$ cat src/rtl/ifetch_axi_master.sv
// rtl/ifetch_axi_master.sv - instruction fetch initiator on an AXI-style read channel with decode FIFO (optional IFETCH_STAT_EN counters)
module ifetch_axi_master #(
   parameter logic [31:0] RESET_PC   = 32'h0000_0000,
   parameter int          FIFO_DEPTH = 4,
   parameter int          ADDR_SHIFT = 2
) (
   input  logic        clk,
   input  logic        rst_n,
   input  logic        redirect_valid,
   input  logic [31:0] redirect_pc,
   output logic        arvalid,
   output logic [31:0] araddr,
   output logic [1:0]  arburst,
   output logic [2:0]  arsize,
   output logic [7:0]  arlen,
   input  logic        arready,
   input  logic        rvalid,
   input  logic [31:0] rdata,
   input  logic        rlast,
   output logic        rready,
   output logic        inst_valid,
   output logic [31:0] inst_data,
   output logic [31:0] inst_pc,
`ifdef IFETCH_STAT_EN
   output logic [31:0] stat_fetched,
   output logic [31:0] stat_dropped,
`endif
   input  logic        inst_ready
);

   localparam int PW = $clog2(FIFO_DEPTH);
   localparam int CW = PW + 1;

   localparam logic [1:0] S_IDLE = 2'd0;
   localparam logic [1:0] S_AR   = 2'd1;
   localparam logic [1:0] S_R    = 2'd2;

   logic [1:0]    state;
   logic [31:0]   pc;
   logic [31:0]   req_pc;
   logic          stale;
   logic [31:0]   fifo_data [FIFO_DEPTH];
   logic [31:0]   fifo_pc   [FIFO_DEPTH];
   logic [PW-1:0] wr_ptr;
   logic [PW-1:0] rd_ptr;
   logic [CW-1:0] count;
   logic [CW-1:0] count_next;
   logic          has_space;
   logic          beat;
   logic          push;
   logic          pop;
   logic [31:0]   redir_pc_al;
   logic [31:0]   fetch_pc;
   logic          unused;

   // Single-beat word reads only; rlast and the redirect byte offset carry no information.
   assign arburst = 2'b01;
   assign arsize  = 3'b010;
   assign arlen   = 8'd0;
   assign unused  = ^{rlast, redirect_pc[1:0]};

   assign redir_pc_al = {redirect_pc[31:2], 2'b00};
   // A redirect arriving in the same cycle as an issue decision wins over the held PC.
   assign fetch_pc    = redirect_valid ? redir_pc_al : pc;
   assign beat        = (state == S_R) && rvalid;
   assign push        = beat && !stale && !redirect_valid;
   assign pop         = inst_valid && inst_ready && !redirect_valid;

   assign inst_valid  = (count != '0);
   assign inst_data   = fifo_data[rd_ptr];
   assign inst_pc     = fifo_pc[rd_ptr];

   // Occupancy after this cycle decides whether another request may be issued.
   always_comb begin
      count_next = count;
      if (redirect_valid)
         count_next = '0;
      else
         count_next = count + CW'(push) - CW'(pop);
      has_space = (count_next < CW'(FIFO_DEPTH));
   end

   // Fetch control: issue, address handshake, data beat, stale tracking.
   always_ff @(posedge clk or negedge rst_n) begin
      if (!rst_n) begin
         state   <= S_IDLE;
         pc      <= RESET_PC;
         req_pc  <= RESET_PC;
         arvalid <= 1'b0;
         araddr  <= '0;
         rready  <= 1'b0;
         stale   <= 1'b0;
      end else begin
         case (state)
            S_IDLE: begin
               if (redirect_valid)
                  pc <= redir_pc_al;
               if (has_space) begin
                  araddr  <= fetch_pc >> ADDR_SHIFT;
                  req_pc  <= fetch_pc;
                  arvalid <= 1'b1;
                  state   <= S_AR;
               end
            end
            S_AR: begin
               // The address already on the bus cannot be withdrawn; its data is marked stale.
               if (redirect_valid) begin
                  pc    <= redir_pc_al;
                  stale <= 1'b1;
               end
               if (arready) begin
                  arvalid <= 1'b0;
                  rready  <= 1'b1;
                  state   <= S_R;
                  if (!redirect_valid && !stale)
                     pc <= pc + 32'd4;
               end
            end
            S_R: begin
               if (rvalid) begin
                  stale <= 1'b0;
                  if (redirect_valid)
                     pc <= redir_pc_al;
                  if (has_space) begin
                     araddr  <= fetch_pc >> ADDR_SHIFT;
                     req_pc  <= fetch_pc;
                     arvalid <= 1'b1;
                     rready  <= 1'b0;
                     state   <= S_AR;
                  end else begin
                     rready <= 1'b0;
                     state  <= S_IDLE;
                  end
               end else if (redirect_valid) begin
                  pc    <= redir_pc_al;
                  stale <= 1'b1;
               end
            end
            default: state <= S_IDLE;
         endcase
      end
   end

   // FIFO pointers and occupancy; a redirect empties the queue.
   always_ff @(posedge clk or negedge rst_n) begin
      if (!rst_n) begin
         wr_ptr <= '0;
         rd_ptr <= '0;
         count  <= '0;
      end else if (redirect_valid) begin
         wr_ptr <= '0;
         rd_ptr <= '0;
         count  <= '0;
      end else begin
         if (push)
            wr_ptr <= wr_ptr + PW'(1);
         if (pop)
            rd_ptr <= rd_ptr + PW'(1);
         count <= count_next;
      end
   end

   // FIFO storage holds each returned word alongside the PC it was fetched from.
   always_ff @(posedge clk) begin
      if (push) begin
         fifo_data[wr_ptr] <= rdata;
         fifo_pc[wr_ptr]   <= req_pc;
      end
   end

`ifdef IFETCH_STAT_EN
   // Fetched counts accepted beats; dropped counts stale beats and beats killed by a redirect.
   always_ff @(posedge clk or negedge rst_n) begin
      if (!rst_n) begin
         stat_fetched <= '0;
         stat_dropped <= '0;
      end else begin
         if (push)
            stat_fetched <= stat_fetched + 32'd1;
         if (beat && (stale || redirect_valid))
            stat_dropped <= stat_dropped + 32'd1;
      end
   end
`endif

endmodule

$ cat config.mk
export PLATFORM = sky130hd
export DESIGN_NAME = ifetch_axi_master
export DESIGN_NICKNAME = d
export VERILOG_FILES = /design/src/rtl/ifetch_axi_master.sv
export SDC_FILE = /design/constraint.sdc
export NUM_CORES = 1
export LEC_CHECK = 0
export CORE_MARGIN = 4
export CORE_UTILIZATION = 45
export DETAILED_ROUTE_END_ITERATION = 12
export GPL_TIMING_DRIVEN = 0
export HOLD_SLACK_MARGIN = 0.02
export PLACE_DENSITY = 0.67
export SYNTH_ARGS = -nofsm -noshare
export SYNTH_HDL_FRONTEND = slang
export SYNTH_SLANG_ARGS = --single-unit
$ cat constraint.sdc
create_clock -name clk -period 10.07 [get_ports clk]
set_input_delay 2.014 -clock clk [delete_from_list [all_inputs] [get_ports clk]]
set_output_delay 2.014 -clock clk [all_outputs]
set_load 0.03 [all_outputs]
# [Word level (Yosys, flattened, before mapping)]
# Memory sizes are Yosys's and may differ from the RTL's.
# Index checks and enable logic that the tools add are counted.
[word_totals] n_memories=2 romBits=0 elab_cells=77 inputBits=71 reg_bits=108 latchBits=0 ram_bits=256 output_inout_bits=112
[mem_list] memory="fifo_data" depth=4 word_bits=32 rd=1 rd_ports_with_merged_regs=0 wr=1 line_no="42" source="logic [31:0] fifo_data [FIFO_DEPTH];"
[mem_list] memory="fifo_pc" depth=4 word_bits=32 rd=1 rd_ports_with_merged_regs=0 wr=1 line_no="43" source="logic [31:0] fifo_pc [FIFO_DEPTH];"
[op_classes] n_eq_ne=5 bitwise_logic=0 n_mul=0 div=0 magnitude_cmp=1 reduce_logical=21 n_addsub=5 muxes=33 shifts=0
[ops] cell="32-bit 2-to-1 mux" n=7
[ops] cell="32-bit case mux with 2 select lines" n=3
[ops] cell="32-bit by 3-bit adder with 32-bit output, second input constant" n=1
[ops] cell="2-bit 2-to-1 mux" n=7
[ops] cell="1-bit 2-to-1 mux" n=10
[ops] cell="2-bit nonzero test" n=5
[ops] cell="3-bit AND reduction" n=3
[ops] cell="1-bit logical AND" n=6
[ops] cell="3-bit 2-to-1 mux" n=2
[ops] cell="2-bit inequality test, second input constant" n=3
[ops] cell="2-bit case mux with 3 select lines" n=1
[ops] cell="3-bit nonzero test" n=2
[ops] cell="2-bit by 1-bit adder with 2-bit output, second input constant" n=2
[ops] cell="1-bit case mux with 2 select lines" n=2
[ops] cell="3-bit by 1-bit adder with 3-bit output" n=1
[ops] cell="3-bit < comparator, second input constant" n=1
[ops] cell="1-bit case mux with 3 select lines" n=1
[ops] cell="3-bit by 1-bit subtractor with 3-bit output" n=1
[ops] cell="2-bit by 1-bit == test with 1-bit output, second input constant" n=1
[ops] cell="2-bit == test, second input constant" n=1
[ops] cell="1-bit logical NOT" n=2
[ops] cell="2-bit logical NOT" n=1
[ops] cell="2-bit AND reduction" n=1
[ops] cell="2-bit OR reduction" n=1

# [Longest topological paths before layout]
# Gate-level depths: netlist (run 1).
[depth] word_depth=11 ltp_mapped=17 depth_no_buf=15

# [Worst setup path before layout (run 1)]
# No wires, ideal clock.
[synth_timing] path_kind="input -> register" start="in redirect_valid" end="reg req_pc[10]" setup_ns=0.083 slack_ns=5.051 arrival_time_ns=4.936 n_path_buf=5 t_required_ns=9.987 path_stages=16 path_cell_list="clkbuf_1 clkbuf_1 clkbuf_1 nor2_1 ha_1 inv_1 ha_1 inv_1 fa_1 xnor3_1 nor2_1 a21o_1 clkbuf_1 clkbuf_1 nand2_1 o21ai_0"
[synth_between] elab_chain_len=9 word_cells_on_any_way=11 cone_classes="add/sub: 2; order compare: 1; mux: 5; reduce/logical: 3"
[synth_lines] item="start: declaration" line_no="9" source="input logic redirect_valid,"
[synth_lines] item="1-bit logical NOT" line_no="66, 67"
[synth_lines] item="1-bit logical AND" line_no="66" source="assign push = beat && !stale && !redirect_valid;"
[synth_lines] item="3-bit by 1-bit adder with 3-bit output" line_no="79" source="count_next = count + CW'(push) - CW'(pop);"
[synth_lines] item="3-bit by 1-bit subtractor with 3-bit output" line_no="79"
[synth_lines] item="3-bit 2-to-1 mux" line_no="76" source="if (redirect_valid)"
[synth_lines] item="3-bit < comparator" line_no="80" source="has_space = (count_next < CW'(FIFO_DEPTH));"
[synth_lines] item="32-bit 2-to-1 mux *" line_no="98, 124"
[synth_lines] item="32-bit 2-to-1 mux" line_no="120" source="if (rvalid) begin"
[synth_lines] item="32-bit case mux with 2 select lines *" line_no="94" source="case (state)"
[synth_lines] item="end signal: assignment" line_no="100" source="req_pc <= fetch_pc;"
[synth_lines] item="end signal: assignment" line_no="126" source="req_pc <= fetch_pc;"
[synth_lines] item="end: declaration" line_no="40" source="logic [31:0] req_pc;"
# Mark *: on every way between the ends. The rest lies on a longest branch, timed or not. The select of a mux whose other input is x is not followed.
# A chain may end at the register's enable or synchronous reset.

# [Worst setup path in the final report (run 1)]
[layout_timing] start="in redirect_valid" end="reg req_pc[16]"
# The elaborated chain is that of the path after synthesis.

==> results.ini, run 1 <==
[status]
status = complete, no violations

[cts]
cts-buffers-inserted = 37
clock_path_buffers = 3
path_clk_slew_ns = 0.06
tritoncts = done
hold_buffers = 0
cts_setup_buffers = 0
htreeDepth = 2
cts_resized = 0
clk_latency_ns = 0.51
cts_root_buffer = clkbuf_16
clock_sinks = 332

[timing]
finalHoldViolCount = 0
drv_slew = 0
min_period_ns = 6.04
fin_crit_sh_pct = 60.0
tightest_slew_ns = 0.981
setup_viol = 0
setup_tns_ns = 0
rsz0062_at_grt = no
max_slew_margin_pct = 34.6
fmax_mhz = 166
skew_ns = 0.00905

[power]
internal-power_mw = 3.03
switchingPower_mw = 1.38
p_leak_nw = 6.07
cellPowerDensity_mw_per_mm2 = 256
switching_share_pct = 31.4
combPwrFrac_pct = 28.7
power.total_mw = 4.42
seqPwrFrac_pct = 41.4
p_clk_share_pct = 29.9
ir_drop_mv = 0.166

[yosys]
syn_area_mm2 = 0.0138
syn_inst = 836
syn_area_per_cell_um2 = 16.5
synthArstFlopShare_pct = 22.9
yosys_warnings = 0
ys_ff_latch = 332
ys_seq_area_share_pct = 69.7
ys.flop_type = edfxtp_1
synth-edff-count = 256
ys_types = 64

[placed_design]
hpwl_mm = 20.6
port_buffers = 163
gp_congestion = 0.906

[flow_run]
maxCapViolCount = 0

[routing]
dr.pass1.iters = 6
routed-via-count = 8053
drt-initial-drc-count = 699
drcViolationCount = 0
final_antenna_net_count = 0
wire_per_inst_um = 21.0
vias_per_cell = 5.47
postRouteWirelength_mm = 30.9

[final_layout]
areaGrowthSynthToFinish_pct = 25.5
drive_gt1_share_pct = 17.7
antenna_cells = 0
fin_util_pct = 57.8
fin_nets = 1139
n_fill_cell = 2390

[floorplanning]
rows = 63
start_util_pct = 46.1
die-area_mm2 = 0.0334
top_level_ports = 183
die_w_um = 183
die_h_um = 183
core-area_mm2 = 0.0299

[critical_path]
critPathLaunchType = primary input
endpoint_kind = flop
arrival_ns = 6.46
path_class = in -> reg
cp_data_required_time_ns = 10.49
crit_path_max_fanout = 10
r2r_setup_slack_ns = 5.77

[global_route]
track_usage_pct = 18.4
grt_pass1_wl_mm = 47.8
overflow = 0
grt_max_degree = 48
antenna_found_initial = 0
first_global_vias = 8262

[worst_hold_path]
hold_class = reg -> reg

-- kinds of logic after synthesis --
group,after synthesis,share of synthesized area (%)
buffers and inverters,101,4.12
XOR/XNOR,4,0.355
other,2,0.0546
AND/OR/NAND/NOR,170,6.57
multiplexers,95,12.7
AO/OA/AOI/OAI,120,5.35
flip-flops,332,69.7
adder cells (fa/ha/maj),12,1.15
-- area by class of cell --
class / count / area, um2 / share of cell area (%)
sequential: 332 / 9590 / 55.5
multi-input combinational: 416 / 3670 / 21.2
timing repair buffer: 168 / 1770 / 10.2
clock buffer: 48 / 1010 / 5.85
buffer: 87 / 514 / 2.98
tap: 390 / 488 / 2.83
clock inverter: 17 / 186 / 1.08
inverter: 14 / 52.6 / 0.304
-- sequential cells by signal (all words and copies together), names as in the netlist, 2 cells and up --
register   count
state          2
fifo_data    128
req_pc        32
pc            32
count          3
rd_ptr         2
fifo_pc      128
wr_ptr         2
-- cell usage after synthesis, types with 6 or more instances --
| library cell | number | area share (%) |
|---|---|---|
| and2_1 | 7 | 0.32 |
| a211oi_1 | 6 | 0.33 |
| nand2b_1 | 6 | 0.27 |
| o22ai_1 | 6 | 0.27 |
| mux4_2 | 64 | 10 |
| nand3_1 | 12 | 0.44 |
| nand4_1 | 6 | 0.27 |
| nor2_1 | 36 | 0.98 |
| buf_2 | 8 | 0.29 |
| nor3_1 | 10 | 0.36 |
| clkbuf_1 | 29 | 0.79 |
| ha_1 | 11 | 1.0 |
| dfrtp_1 | 76 | 14 |
| mux2i_1 | 30 | 2.2 |
| edfxtp_1 | 256 | 56 |
| a31oi_1 | 9 | 0.41 |
| o21ai_0 | 47 | 1.7 |
| nand2_1 | 55 | 1.5 |
| nor2b_1 | 6 | 0.27 |
| buf_4 | 45 | 2.5 |
| inv_1 | 14 | 0.38 |
| a21oi_1 | 22 | 0.80 |
-- cell usage in the layout, fill, tap and decap left out, types with 7 or more instances in the layout --
master	n
nor2_1	36
buf_4	46
nand2_1	55
a21oi_1	22
a31oi_1	9
mux2i_1	30
edfxtp_1	256
buf_2	8
clkbuf_1	38
clkdlybuf4s50_1	162
mux4_2	64
clkbuf_16	39
dfrtp_1	76
inv_1	14
ha_1	11
conb_1	15
clkinv_1	7
nand3_1	12
o21ai_0	47
nor3_1	10
-- per-layer routing --
| layer | track usage [%] | routed length [um] |
|---|---|---|
| met1 | 26.6 | 13700 |
| met2 | 29.0 | 14600 |
| met3 | 3.41 | 1920 |
| met4 | 5.27 | 745 |
| met5 | 0 | 0 |
-- worst max-delay path: stages --
cell and delay (ns):
clkbuf_1 0.28, clkbuf_1 0.69, clkbuf_1 0.56, nor2_1 0.14
ha_1 0.31, inv_1 0.06, ha_1 0.12, inv_1 0.04
fa_1 0.36, xnor3_1 0.19, nor2_1 0.33, a21o_1 0.13
clkbuf_1 0.46, clkbuf_1 0.52, nand2_1 0.13, o21ai_0 0.10
-- final timing paths --
check | start | end | cells past startpoint
worst max-delay path | redirect_valid | req_pc[16]$_DFFE_PN0P_ | 16
worst min-delay path | pc[31]$_DFFE_PN0P_ | pc[31]$_DFFE_PN0P_ | 1
worst max register to register | state[0]$_DFFE_PN0P_ | req_pc[16]$_DFFE_PN0P_ | 17
worst min register to register | pc[31]$_DFFE_PN0P_ | pc[31]$_DFFE_PN0P_ | 1
max in group asynchronous | rst_n | req_pc[22]$_DFFE_PN0P_ | 2
min in group asynchronous | rst_n | pc[5]$_DFFE_PN0P_ | 1
-- stage by stage --
stage / worst slack (ns) / cell area, um2 / instances / hold WS, ns
after floorplan: 5.05 / 13800 / 849 / 0.448
after global placement: 3.61 / 15900 / 1402 / 0.470
after detailed placement: 3.51 / 16100 / 1407 / 0.472
after CTS: 4.03 / 17300 / 1472 / 0.484
after global routing: 3.71 / 17300 / 1472 / 0.508
final: 4.03 / 17300 / 1472 / 0.487
-- power by group through the flow --
stage / registers [mW] / clock network (mW) / logic [mW]
finish: 1.83 / 1.32 / 1.27
global route: 1.85 / 1.40 / 1.37
CTS: 1.83 / 1.36 / 1.28
detailed placement: 1.85 / 0 / 1.28
global placement: 1.85 / 0 / 1.26
floorplan: 1.81 / 0 / 0.836
Power figures use the tool's default switching activity.
==> run 2: changes to the inputs <==
==> constraint.sdc (replaced) <==
create_clock -name clk -period 6.1 [get_ports clk]
set_input_delay 1.22 -clock clk [delete_from_list [all_inputs] [get_ports clk]]
set_output_delay 1.22 -clock clk [all_outputs]
set_load 0.03 [all_outputs]
==> results of run 2 <==
The final DEF is identical to that of run 1. Status: complete, no violations.
Main changes from that run: setup slack after placement 3.51 ns -> 0.333 ns; setup slack after layout 4.03 ns -> 0.852 ns; register-to-register setup slack 5.77 ns -> 1.80 ns; total power 4.42 mW -> 7.29 mW; worst IR drop on VDD 0.166 mV -> 0.273 mV
